[config.mk]
export PLATFORM = sky130hd
export DESIGN_NAME = tag_memory_nway
export DESIGN_NICKNAME = d
export VERILOG_FILES = /design/src/rtl/cache_pkg.sv /design/src/rtl/tag_way.sv /design/src/rtl/tag_memory_nway.sv
export SDC_FILE = /design/constraint.sdc
export NUM_CORES = 2
export LEC_CHECK = 0
export ABC_AREA = 0
export CORE_MARGIN = 4
export CORE_UTILIZATION = 35
export CTS_CLUSTER_DIAMETER = 100
export DETAILED_ROUTE_END_ITERATION = 12
export PLACE_DENSITY_LB_ADDON = 0.08
export SYNTH_ARGS = -nofsm -noshare
export SYNTH_HDL_FRONTEND = slang
export SYNTH_SLANG_ARGS = --single-unit
[constraint.sdc]
create_clock -name clk -period 11.4 [get_ports clk]
set_input_delay 1.14 -clock clk [delete_from_list [all_inputs] [get_ports clk]]
set_output_delay 1.14 -clock clk [all_outputs]
set_load 0.02 [all_outputs]
[src/rtl/cache_pkg.sv]
// Shared constants, width helpers and sweep-state encoding for the cache tag
// store and the controller that drives it.
package cache_pkg;

    typedef enum logic {
        IDLE  = 1'b0,
        SWEEP = 1'b1
    } sweep_state_t;

    function automatic int way_width(input int ways);
        return (ways > 1) ? $clog2(ways) : 1;
    endfunction

    function automatic int sets(input int index_width);
        return 1 << index_width;
    endfunction

endpackage

[src/rtl/tag_way.sv]
// One way of the tag store: per-set tag/valid/mod/lru storage with a
// combinational read port and the tag comparator for that way.
module tag_way
    import cache_pkg::*;
#(
    parameter int TAG_WIDTH   = 8,
    parameter int INDEX_WIDTH = 4,
    parameter int WAY_WIDTH   = 3,
    parameter int WAY_ID      = 0
) (
    input  logic                   clk,
    input  logic [INDEX_WIDTH-1:0] index,
    input  logic [TAG_WIDTH-1:0]   tag_in,
    input  logic                   wr,
    input  logic                   mod_new,
    input  logic                   lru_wr,
    input  logic [WAY_WIDTH-1:0]   lru_new,
    input  logic                   clr,
    input  logic [INDEX_WIDTH-1:0] clr_index,
    output logic                   match,
    output logic [TAG_WIDTH-1:0]   tag,
    output logic                   valid,
    output logic                   mod,
    output logic [WAY_WIDTH-1:0]   lru
);

    localparam int SETS = sets(INDEX_WIDTH);

    logic [TAG_WIDTH-1:0] tag_mem [SETS];
    logic [WAY_WIDTH-1:0] lru_mem [SETS];
    logic [SETS-1:0]      valid_mem;
    logic [SETS-1:0]      mod_mem;

    // NOTE: the arrays have no reset branch; the sweep initialises every set,
    // so they can map onto plain storage with no reset fan-out.
    // NOTE: state is updated with <= so every flop samples pre-edge values
    // no matter how processes are ordered.
    always_ff @(posedge clk) begin
        if (clr) begin
            tag_mem[clr_index]   <= '0;
            valid_mem[clr_index] <= 1'b0;
            mod_mem[clr_index]   <= 1'b0;
            lru_mem[clr_index]   <= WAY_WIDTH'(WAY_ID);
        end else begin
            if (wr) begin
                tag_mem[index]   <= tag_in;
                valid_mem[index] <= 1'b1;
                mod_mem[index]   <= mod_new;
            end
            if (lru_wr) begin
                lru_mem[index] <= lru_new;
            end
        end
    end

    assign tag   = tag_mem[index];
    assign valid = valid_mem[index];
    assign mod   = mod_mem[index];
    assign lru   = lru_mem[index];
    assign match = valid && (tag == tag_in);

endmodule

[src/rtl/tag_memory_nway.sv]
// N-way set-associative tag store with true-LRU replacement, invalid-first
// victim choice and a set-by-set invalidate sweep on reset or flush.
module tag_memory_nway
    import cache_pkg::*;
#(
    parameter int TAG_WIDTH   = 8,
    parameter int INDEX_WIDTH = 4,
    parameter int WAYS        = 8,
    parameter int WAY_WIDTH   = way_width(WAYS)
) (
    input  logic                   clk,
    input  logic                   rst,
    input  logic [TAG_WIDTH-1:0]   tag_in,
    input  logic [INDEX_WIDTH-1:0] index,
    input  logic                   wr,
    input  logic                   mod_in,
    input  logic                   age,
    input  logic                   flush,
    output logic                   busy,
    output logic                   hit,
    output logic [WAY_WIDTH-1:0]   chan,
    output logic [WAY_WIDTH-1:0]   age_chan,
    output logic [TAG_WIDTH-1:0]   age_tag,
    output logic                   age_mod,
    output logic                   age_valid
);

    localparam int                     SETS     = sets(INDEX_WIDTH);
    localparam logic [WAY_WIDTH-1:0]   LRU_LAST = WAY_WIDTH'(WAYS - 1);
    localparam logic [INDEX_WIDTH-1:0] LAST_SET = INDEX_WIDTH'(SETS - 1);

    sweep_state_t           state, state_next;
    logic [INDEX_WIDTH-1:0] set_cnt, set_cnt_next;
    logic                   sweeping;
    logic                   active;

    logic [WAYS-1:0]      match, valid, mod, wr_way;
    logic [TAG_WIDTH-1:0] tag [WAYS];
    logic [WAY_WIDTH-1:0] lru [WAYS];
    logic [WAY_WIDTH-1:0] lru_new [WAYS];

    logic                 hit_raw;
    logic [WAY_WIDTH-1:0] chan_raw, victim, ref_way, ref_lru;
    logic                 has_invalid, mod_new, lru_wr;

    // ---------------- sweep FSM ----------------
    always_ff @(posedge clk) begin
        if (rst) begin
            state   <= SWEEP;
            set_cnt <= '0;
        end else begin
            state   <= state_next;
            set_cnt <= set_cnt_next;
        end
    end

    always_comb begin
        // NOTE: defaults first so no path through the case leaves a value
        // unassigned, which would otherwise infer a latch.
        state_next   = state;
        set_cnt_next = set_cnt;
        unique case (state)
            IDLE: begin
                if (flush) begin
                    state_next   = SWEEP;
                    set_cnt_next = '0;
                end
            end
            SWEEP: begin
                set_cnt_next = set_cnt + 1'b1;
                if (set_cnt == LAST_SET) begin
                    state_next = IDLE;
                end
            end
            default: state_next = IDLE;
        endcase
    end

    assign sweeping = (state == SWEEP) && !rst;
    assign active   = (state == IDLE) && !rst;

    // ---------------- ways ----------------
    for (genvar w = 0; w < WAYS; w++) begin : g_way
        tag_way #(
            .TAG_WIDTH  (TAG_WIDTH),
            .INDEX_WIDTH(INDEX_WIDTH),
            .WAY_WIDTH  (WAY_WIDTH),
            .WAY_ID     (w)
        ) u_way (
            .clk      (clk),
            .index    (index),
            .tag_in   (tag_in),
            .wr       (wr_way[w]),
            .mod_new  (mod_new),
            .lru_wr   (lru_wr),
            .lru_new  (lru_new[w]),
            .clr      (sweeping),
            .clr_index(set_cnt),
            .match    (match[w]),
            .tag      (tag[w]),
            .valid    (valid[w]),
            .mod      (mod[w]),
            .lru      (lru[w])
        );
    end

    // ---------------- hit encoder and victim select ----------------
    always_comb begin
        hit_raw     = 1'b0;
        chan_raw    = '0;
        has_invalid = 1'b0;
        victim      = '0;
        // Descending scans leave the lowest qualifying way as the final winner.
        for (int w = WAYS - 1; w >= 0; w--) begin
            if (match[w]) begin
                hit_raw  = 1'b1;
                chan_raw = WAY_WIDTH'(w);
            end
        end
        for (int w = WAYS - 1; w >= 0; w--) begin
            if (!valid[w]) begin
                has_invalid = 1'b1;
                victim      = WAY_WIDTH'(w);
            end
        end
        if (!has_invalid) begin
            for (int w = 0; w < WAYS; w++) begin
                if (lru[w] == LRU_LAST) begin
                    victim = WAY_WIDTH'(w);
                end
            end
        end
    end

    // ---------------- write / LRU update ----------------
    assign ref_way = hit_raw ? chan_raw : victim;
    assign ref_lru = lru[ref_way];
    assign mod_new = mod_in | (hit_raw & mod[ref_way]);
    assign lru_wr  = active && age;

    always_comb begin
        for (int w = 0; w < WAYS; w++) begin
            wr_way[w]  = active && wr && (ref_way == WAY_WIDTH'(w));
            lru_new[w] = lru[w];
            if (ref_way == WAY_WIDTH'(w)) begin
                lru_new[w] = '0;
            end else if (lru[w] < ref_lru) begin
                lru_new[w] = lru[w] + 1'b1;
            end
        end
    end

    // ---------------- outputs, forced quiet while busy ----------------
    assign busy      = !active;
    assign hit       = active && hit_raw;
    assign chan      = active ? chan_raw : '0;
    assign age_chan  = active ? victim : '0;
    assign age_tag   = active ? tag[victim] : '0;
    assign age_mod   = active && mod[victim];
    assign age_valid = active && valid[victim];

endmodule

==> metrics.md <==
| Metric | Value |
|---|---|
| DPL Wire Length | `roughly 150000 um` |
| Antenna violations before repair | `8` |
| Clock insertion delay at the later pin of the skew report | `between 800 and 900 ps` |
| Detailed Route Iter0 Violations | `between 4000 and 5000` |
| Die height | `roughly 460 um` |
| CP top delay family | `buffers and inverters` |
| TritonCTS clock tree | `yes` |
| Hold_buf cts | `0` |
| Seq cells post-synth | `around 1700` |
| Clk_skew | `47.89 ps` |
| Critical path's largest stage delay | `1000 ps` |
| Core area | `slightly above 200000 um^2` |
| Max-slew violation count | `0` |
| Share of layout cells above drive strength 1 | `0.2197` |
| All-Layer GR Usage | `0.2232` |
| Clk slew on worst S/H paths | `50 ps` |
| Sequential-to-total area share from yosys stat | `0.6906` |
| Syn-to-layout area delta | `14.25%` |
| Post-route clock period utilization | `0.8130` |
| Final hold viol count | `0` |
| Max Freq | `about 110 MHz` |
| Synth Area in XOR/XNOR | `0.009543` |
| Reg2reg setup slack | `about 4500 ps` |
| IO Count | `36` |
| Worst setup SP type | `input port` |
| Die area | `214500 um^2` |
| Final Util | `0.4033` |
| Worst min path class | `reg -> reg` |
| Final WL | `roughly 240000 um` |
| Switching power | `approximately 0.0033 W` |
| Fillers | `~19000` |
| CTS buffer count | `roughly 190` |
| CTS Sinks | `between 1500 and 2000` |
| Drt pass-1 iters | `5` |
| Max Buffers Root-to-Sink | `3` |
| Number of global-route vias before repair | `around 43000` |
| Design area | `82840 um^2` |
| Commonest cells post-synth | `edfxtp_1, nand2_1, mux4_2` |
| H-tree levels | `4` |
| Kind of critical path | `in -> out` |
| Root buf cell | `clkbuf_16` |
| Area of the multi-input gates | `around 21000 um^2` |
| Slew @ Worst Pin | `between 1000 and 1500 ps` |
| Final ANT Viol Nets | `0` |
| Via density | `approximately 5.7` |
| Largest family of logic cells by synthesized area | `multiplexers` |
| Clock power frac | `0.422` |
| Critical path endpoint category | `output pin` |
| Most area-hungry cell type in the Yosys netlist | `edfxtp_1` |
| PostCTS Resize Cnt | `0` |
| Synth warn | `0` |
| PortBufs | `35` |
| Initial Utilization | `0.3530` |
| Critical path data arrival time | `about 8100 ps` |
| Residual DRC count | `0` |
| Comb pwr share | `0.084` |
| Most numerous cell in the Yosys netlist | `edfxtp_1` |
| Required time worst endpoint | `slightly above 10000 ps` |
| Mux cell area share after synthesis | `0.1623` |
| Worst path cell trace | `buf_8 > buf_4 > mux4_2 > mux4_2 > ha_1 > ha_1 > nor2_1 > nand4_1 > a31oi_1 > nor2_4 > buf_4 > inv_1 > a21oi_1 > nor2_1 > a21oi_1 > o22ai_1 > clkdlybuf4s50_1` |
| Max cap viols | `0` |
| Synth Flop Type | `edfxtp_1` |
| Min cycle time layout | `just over 9000 ps` |
| FP Rows | `roughly 170` |
| Worst Path Max Fanout | `56` |
| Distinct cells, synth | `84` |
| Power Internal | `approximately 0.011 W` |
| Non-Filler Instances | `about 7400` |
| Synth top area cells | `edfxtp_1, mux4_2, nand2_1, mux2i_1, o21ai_0` |
| Via count | `around 42000` |
| Gr ovfl total | `0` |
| Final-report setup violation count | `0` |
| Post-CTS setup buffer count | `0` |
| Register area | `50070 um^2` |
| CP max stage cell | `inv_1` |
| GP Congestion | `a little under 0.9` |
| Post-synth EDFFs | `between 1500 and 2000` |
| Final nets | `4612` |
| Status | `finished, final reports clean` |
| Net Count, Synth | `~4400` |
| Share of the synthesized area in the top cell type | `0.6892` |
| Setup_tns | `0 ps` |
| RSZ-0062 raised after global routing | `false` |
| Avg Synthesized Cell Area | `about 17 um^2` |
| Dpl cells | `about 7100` |
| CP Buf/Inv Count | `5` |
| Ys async rst share | `0` |
| Adder-cell share of the synthesized area | `0.005263` |
| Worst vdd rail ir drop | `0.1726 mV` |
| Reg power frac | `0.493` |
| DIE WIDTH | `463.1 um` |
| Compound-Gate Fraction of Synth Area | `0.05144` |
| Post-placement cell area | `76940 um^2` |
| Pwr dens | `about 170 nW/um^2` |
| Synthesized cell area | `72500 um^2` |
| Slew margin rel. | `0.03771` |
| Gate Count Post-Synth | `about 4400` |
| First-pass GRT wire length | `~340000 um` |
| Simple-gate share of the synthesized area | `0.05997` |
| Sw frac | `0.2400` |
| Pleak | `26.43 nW` |
| Largest net degree at the start of global routing | `89` |
| WL/cell | `approximately 33 um` |
-- final cells by class --
type | instances | share of cell area
diodes | 7 | 0.0002115
inverters | 37 | 0.001707
clock inverters | 111 | 0.01198
flip-flops and latches | 1669 | 0.6044
clock buffers | 230 | 0.05895
repair buffers | 260 | 0.02599
multi-input cells | 2413 | 0.2562
well taps | 2688 | 0.04060
-- path summary, 6_finish.rpt --
| path | start | end | depth (start not counted) |
|---|---|---|---|
| setup / recovery | index[0] | age_tag[7] | 17 |
| hold / removal | g_way[0].u_way.valid_mem[14] | g_way[0].u_way.valid_mem[14] | 2 |
| setup reg to reg | g_way[5].u_way.lru_mem[14][0] | g_way[4].u_way.lru_mem[8][1] | 21 |
| hold reg to reg | g_way[0].u_way.valid_mem[14] | g_way[0].u_way.valid_mem[14] | 2 |
-- layer usage --
layer	global-route usage	routed length [um]	vias to the layer above
li1	-	-	17707
met1	0.3127	106100	22743
met2	0.3570	114100	1445
met3	0.03604	14580	372
met4	0.07128	8404	4
met5	0	39	-
-- state kept, by name, indices dropped and copies added (netlist names) --
signal,flops
g_way.u_way.mod_mem,128
g_way.u_way.tag_mem,1024
state,1
g_way.u_way.lru_mem,384
g_way.u_way.valid_mem,128
set_cnt,4
-- power by group through the flow --
stage / registers [W] / clock network [W] / logic, W
6_report: 0.00685 / 0.00586 / 0.00117
5_1_grt: 0.00686 / 0.00627 / 0.00123
4_1_cts: 0.00685 / 0.00600 / 0.00117
3_5_place_dp: 0.00698 / 0 / 0.00116
3_3_place_gp: 0.00698 / 0 / 0.00116
2_1_floorplan: 0.00696 / 0 / 0.000727
-- tightest hold or removal path, cell delays in order (launching register included) --
cell and delay [ps]:
edfxtp_1 340, nand2_1 50, nand2_1 60
-- logic make-up after synthesis --
family,count (synthesis)
adder cells (fa/ha/maj),31
multiplexers,660
XOR/XNOR,79
flip-flops,1669
AO/OA/AOI/OAI,613
AND/OR/NAND/NOR,1030
buffers and inverters,303
-- layout by cell type, fill, tap and decap left out, types with 48 or more instances in the layout --
| cell | synthesis | final |
|---|---|---|
| buf_4 | 20 | 217 |
| nand2_1 | 572 | 572 |
| mux2i_1 | 186 | 186 |
| clkbuf_16 | 0 | 189 |
| mux4_2 | 405 | 405 |
| nor2_1 | 257 | 254 |
| a22oi_1 | 48 | 48 |
| o21ai_1 | 2 | 52 |
| a21oi_1 | 71 | 71 |
| xnor2_1 | 79 | 79 |
| mux2_2 | 67 | 67 |
| edfxtp_1 | 1664 | 1664 |
| o21ai_0 | 317 | 249 |
| nor3_1 | 53 | 49 |
-- metrics by stage --
stage / setup WS (ps) / total power, W / hold WS, ps
after detailed placement: 2201 / 0.008143 / 533.2
after global routing: 2018 / 0.01436 / 569.9
final: 2132 / 0.01389 / 547.6
after CTS: 2287 / 0.01402 / 547.7
after global placement: 2276 / 0.008141 / 528.4
after floorplan: 2167 / 0.007689 / 507.5
Power figures use the tool's default switching activity.
